<file path="src/rtl/shared_reg_pkg.sv">
// Shared definitions for the shared-register write arbiter: state encoding,
// parameter limits and a one-hot helper.
package shared_reg_pkg;

    localparam int unsigned MIN_N          = 2;
    localparam int unsigned MAX_N          = 16;
    localparam int unsigned MIN_HOLD       = 1;
    localparam int unsigned MAX_HOLD_LIMIT = 255;

    typedef enum logic {
        IDLE,
        OWNED
    } state_t;

    // Bits at or above n stay clear so the result can be truncated to n bits.
    function automatic logic [MAX_N-1:0] onehot(input int unsigned idx, input int unsigned n);
        logic [MAX_N-1:0] res;
        res = '0;
        for (int unsigned i = 0; i < MAX_N; i++) begin
            res[i] = (i == idx) && (i < n);
        end
        return res;
    endfunction

endpackage

</file>
<file path="src/rtl/rr_pick.sv">
// Combinational round-robin picker: first set request at or after ptr,
// searching upwards with wrap-around.
module rr_pick #(
    parameter int unsigned N = 4
) (
    input  logic [N-1:0]         req,
    input  logic [$clog2(N)-1:0] ptr,
    output logic                 found,
    output logic [$clog2(N)-1:0] idx
);

    localparam int unsigned IW = $clog2(N);

    always_comb begin
        found = 1'b0;
        idx   = '0;
        for (int unsigned i = 0; i < N; i++) begin
            int unsigned cand;
            cand = (32'(ptr) + i) % N;
            if (!found && req[cand]) begin
                found = 1'b1;
                idx   = IW'(cand);
            end
        end
    end

endmodule

</file>
<file path="src/rtl/shared_reg_arbiter.sv">
// Round-robin write arbiter for one shared W-bit register; the owner may hold
// the grant across up to MAX_HOLD writes while its lock line is high.
module shared_reg_arbiter
    import shared_reg_pkg::*;
#(
    parameter int unsigned N        = 4,
    parameter int unsigned W        = 8,
    parameter int unsigned MAX_HOLD = 4
) (
    input  logic                 CLK,
    input  logic                 n_Reset,
    input  logic [N-1:0]         req,
    input  logic [N-1:0]         lock,
    input  logic [N*W-1:0]       wdata,
    output logic [N-1:0]         gnt,
    output logic [$clog2(N)-1:0] owner,
    output logic                 busy,
    output logic [W-1:0]         Q,
    output logic                 wr_strobe
);

    localparam int unsigned IW = $clog2(N);

    if (N < MIN_N || N > MAX_N) begin : g_bad_n
        $error("shared_reg_arbiter: N must be in 2..16");
    end
    if (MAX_HOLD < MIN_HOLD || MAX_HOLD > MAX_HOLD_LIMIT) begin : g_bad_hold
        $error("shared_reg_arbiter: MAX_HOLD must be in 1..255");
    end

    state_t         state_q;
    logic [IW-1:0]  ptr_q;
    logic [7:0]     hcnt_q;

    logic [N-1:0]   owner_oh;
    logic [N-1:0]   pick_oh;
    logic [N-1:0]   pick_req;
    logic           pick_found;
    logic [IW-1:0]  pick_idx;
    logic [IW-1:0]  ptr_next;
    logic [W-1:0]   owner_wdata;
    logic           owner_req;
    logic           owner_lock;
    logic           hold_done;
    logic           release_now;
    logic           q_we;

    always_comb begin
        owner_oh    = N'(onehot(32'(owner), N));
        pick_oh     = N'(onehot(32'(pick_idx), N));
        owner_req   = req[owner];
        owner_lock  = lock[owner];
        owner_wdata = '0;
        for (int unsigned i = 0; i < N; i++) begin
            if (owner == IW'(i)) begin
                owner_wdata = wdata[i*W +: W];
            end
        end
        // While owned, the current owner never wins the re-arbitration.
        pick_req    = (state_q == OWNED) ? (req & ~owner_oh) : req;
        hold_done   = (hcnt_q + 8'd1) == 8'(MAX_HOLD);
        release_now = !owner_req || !owner_lock || hold_done;
        q_we        = (state_q == OWNED) && owner_req;
        ptr_next    = (pick_idx == IW'(N - 1)) ? '0 : pick_idx + 1'b1;
    end

    rr_pick #(
        .N (N)
    ) u_rr_pick (
        .req   (pick_req),
        .ptr   (ptr_q),
        .found (pick_found),
        .idx   (pick_idx)
    );

    always_ff @(posedge CLK or negedge n_Reset) begin
        if (!n_Reset) begin
            state_q   <= IDLE;
            gnt       <= '0;
            owner     <= '0;
            busy      <= 1'b0;
            wr_strobe <= 1'b0;
            ptr_q     <= '0;
            hcnt_q    <= '0;
        end else begin
            wr_strobe <= q_we;
            case (state_q)
                IDLE: begin
                    if (pick_found) begin
                        gnt     <= pick_oh;
                        owner   <= pick_idx;
                        busy    <= 1'b1;
                        ptr_q   <= ptr_next;
                        hcnt_q  <= '0;
                        state_q <= OWNED;
                    end
                end
                OWNED: begin
                    if (owner_req) begin
                        hcnt_q <= hcnt_q + 8'd1;
                    end
                    if (release_now) begin
                        if (pick_found) begin
                            gnt    <= pick_oh;
                            owner  <= pick_idx;
                            ptr_q  <= ptr_next;
                            hcnt_q <= '0;
                        end else begin
                            gnt     <= '0;
                            busy    <= 1'b0;
                            state_q <= IDLE;
                        end
                    end
                end
                default: state_q <= IDLE;
            endcase
        end
    end

    always_ff @(posedge CLK or negedge n_Reset) begin
        if (!n_Reset) begin
            Q <= '0;
        end else if (q_we) begin
            Q <= owner_wdata;
        end
    end

endmodule
</file>
<file path="config.mk">
export PLATFORM = sky130hd
export DESIGN_NAME = shared_reg_arbiter
export DESIGN_NICKNAME = d
export VERILOG_FILES = /design/src/rtl/shared_reg_pkg.sv /design/src/rtl/rr_pick.sv /design/src/rtl/shared_reg_arbiter.sv
export SDC_FILE = /design/constraint.sdc
export NUM_CORES = 1
export LEC_CHECK = 0
export CAP_MARGIN = 25
export CORE_MARGIN = 2
export CORE_UTILIZATION = 44
export CTS_BUF_LIST = sky130_fd_sc_hd__clkbuf_2 sky130_fd_sc_hd__clkbuf_4 sky130_fd_sc_hd__clkbuf_8
export DETAILED_ROUTE_END_ITERATION = 10
export PLACE_DENSITY = 0.79
export SKIP_CTS_REPAIR_TIMING = 1
export SLEW_MARGIN = 20
export SYNTH_ARGS = -nofsm -noshare
export SYNTH_HDL_FRONTEND = slang
export SYNTH_SLANG_ARGS = --single-unit
</file>
<file path="constraint.sdc">
create_clock -name CLK -period 2 [get_ports CLK]
set_input_delay 0.4 -clock CLK [delete_from_list [all_inputs] [get_ports CLK]]
set_output_delay 0.4 -clock CLK [all_outputs]
set_load 0.01 [all_outputs]
</file>
==> impl_metrics.env <==
export IMPL_first_global_vias=1943
export IMPL_grt_pass1_wl_um=8490
export IMPL_die_area_sq_um=4920
export IMPL_drtPass1Iterations=4
export IMPL_die_y_um=70.1
export IMPL_holdWs_ns=0.496
export IMPL_grtUsageTotal=0.212
export IMPL_finalSetupViolations=11
export IMPL_nNetsFinal=338
export IMPL_relSlewSlack=0.740
export IMPL_critical_path_top_delay_family="multiplexers"
export IMPL_maxCapViolCount=0
export IMPL_fin_area_sq_um=3310
export IMPL_cp_arrival_ns=2.38
export IMPL_tritoncts="yes"
export IMPL_crit_path_max_incr_delay_ns=0.47
export IMPL_rows=24
export IMPL_clkSlewWorstSetupHoldPaths_ns=0.10
export IMPL_synth_distinct_cells=50
export IMPL_endpoint_kind="flop"
export IMPL_ir_worst_vdd_uv=914
export IMPL_final_layout_size_suffix_gt1_frac=0.439
export IMPL_clock_latency_ns=0.28
export IMPL_grt_ovfl_total=0
export IMPL_synth_area_leaders="dfrtp_1, mux4_2, mux2_2"
export IMPL_fillers=273
export IMPL_antenna_found_initial=0
export IMPL_critical_path_buf_inv_count=1
export IMPL_seqCellArea_sq_um=678
export IMPL_post_dp_hpwl_um=3810
export IMPL_syn_inst=182
export IMPL_crit_top_cell="mux2_4"
export IMPL_cts_buffers=3
export IMPL_wirelength_um=5810
export IMPL_avgSynthCellArea_sq_um=10.6
export IMPL_portBuffers=57
export IMPL_post_dp_cell_area_sq_um=2890
export IMPL_ys_ff_latch=27
export IMPL_synth_most_common_cell="dfrtp_1"
export IMPL_synth_main_ff_cell="dfrtp_1"
export IMPL_yosys_warnings=0
export IMPL_crit_required_ns=2.17
export IMPL_drt_iter0_markers=90
export IMPL_worstHoldPathType="input port to asynchronous set/reset pin"
export IMPL_leakage_nw=1.47
export IMPL_period_share=1.11
export IMPL_cts_htree_levels=1
export IMPL_ys_seq_area_frac=0.351
export IMPL_skew_ns=0.00136
export IMPL_tns_ns=-1.03
export IMPL_cp_start_kind="flop"
export IMPL_synth_common_cells="dfrtp_1, nand2_1, mux2_2"
export IMPL_initial_core_util=0.448
export IMPL_power_mw=4.88
export IMPL_slew_violations=0
export IMPL_critPathSlowestCell="dfrtp_2"
export IMPL_synth_fp_nets=230
export IMPL_syn2layout_area_growth_pct=72.2
export IMPL_dp_cells=326
export IMPL_via_count=1928
export IMPL_grt_start_max_net_pins=28
export IMPL_critical_path_class="flop to flop"
export IMPL_io_pins=58
export IMPL_p_per_area_nw_per_um2=1470
export IMPL_synth_top_area_frac=0.351
export IMPL_via_per_inst=5.65
export IMPL_max_freq_mhz=452
export IMPL_rsz0062_at_grt="yes"
export IMPL_outcome="finished with violations"
export IMPL_routabilityCongestion=0.899
export IMPL_drt_wirelength_per_cell_um=17.0
export IMPL_root_buffer="clkbuf_8"
export IMPL_hold_viol=0
export IMPL_cts_sinks=27
export IMPL_layout_setup_ws_ns=-0.212
export IMPL_worst_pin_slew_ns=0.389
export IMPL_fin_crit_ns=2.21
export IMPL_multiInputGateArea_sq_um=1380
export IMPL_worstPathMaxFanout=5
export IMPL_path_cells="buf_6 > mux2_4 > o211ai_1 > a21oi_2 > or3_4 > nand2_4 > ha_4 > mux2_4"
export IMPL_fin_util=0.771
export IMPL_fin_cells=341
export IMPL_async_flop_share=1.00
export IMPL_violations="setup timing"
export IMPL_syn_area_sq_um=1920
export IMPL_core_area_sq_um=4290
export IMPL_diodes=0
export IMPL_synth_edff_count=0
export IMPL_synth_top_cell_by_area="dfrtp_1"
export IMPL_ant_nets=0
export IMPL_drc=0
export IMPL_dp_slack_ns=-0.545
export IMPL_cts_path_max_buffers=2
export IMPL_die_w_um=70.1
==> cell type report <==
type                    count  area share
multi-input cells         130       0.418
repair buffers            117       0.331
flip-flops and latches     27       0.205
well taps                  52      0.0197
clock buffers               3      0.0125
inverters                  11      0.0125
clock inverters             1     0.00151
==> state kept, by name, summed over array words and instances (netlist names) <==
signal	cells
gnt	4
owner	2
busy	1
Q	8
ptr_q	2
wr_strobe	1
state_q	1
hcnt_q	8
==> logic make-up after synthesis <==
| logic type | synth area share |
|---|---|
| flops | 0.351 |
| xor+xnor | 0.00911 |
| simple gates | 0.126 |
| mux | 0.229 |
| compound gates | 0.181 |
| fa+ha+maj | 0.0390 |
| buf+inv | 0.0644 |
==> layer usage <==
layer,up-vias,part of all wire,GRT usage
met5,-,0,0
met4,0,0.019,0.0620
met3,12,0.049,0.0404
met2,74,0.52,0.383
met1,936,0.41,0.256
li1,906,-,-
==> layout by cell type (no fill, tap or decap), drive strengths merged, types with 4 or more instances in the layout <==
cell type and n:
a21o 4, nand2 15, or3 4, inv 11
a21oi 5, ha 6, nor2 4, dfrtp 27
dlymetal6s2s 4, buf 60, mux2 12, o21ai 8
mux2i 8, mux4 10, clkdlybuf4s50 53
==> worst paths after layout <==
kind	from	endpoint	slack [ns]	cells past startpoint
worst max-delay path	ptr_q[0]	ptr_q[1]	-0.21	8
worst min-delay path	n_Reset	ptr_q[1]	0.50	2
worst max register to register	ptr_q[0]	ptr_q[1]	-0.21	8
worst min register to register	Q[5]	Q[5]	0.51	1
max in group asynchronous	n_Reset	owner[1]	1.22	2
min in group CLK	Q[5]	Q[5]	0.51	1
==> power by group <==
part           switching (mW)  internal (mW)  total (mW)  leakage, nW
clock network           0.184          0.140       0.324       0.0255
registers               0.161          0.760       0.921        0.337
logic                    1.59           2.05        3.64         1.10
total                    1.93           2.95        4.88         1.47
(Power assumes the default switching activity.)
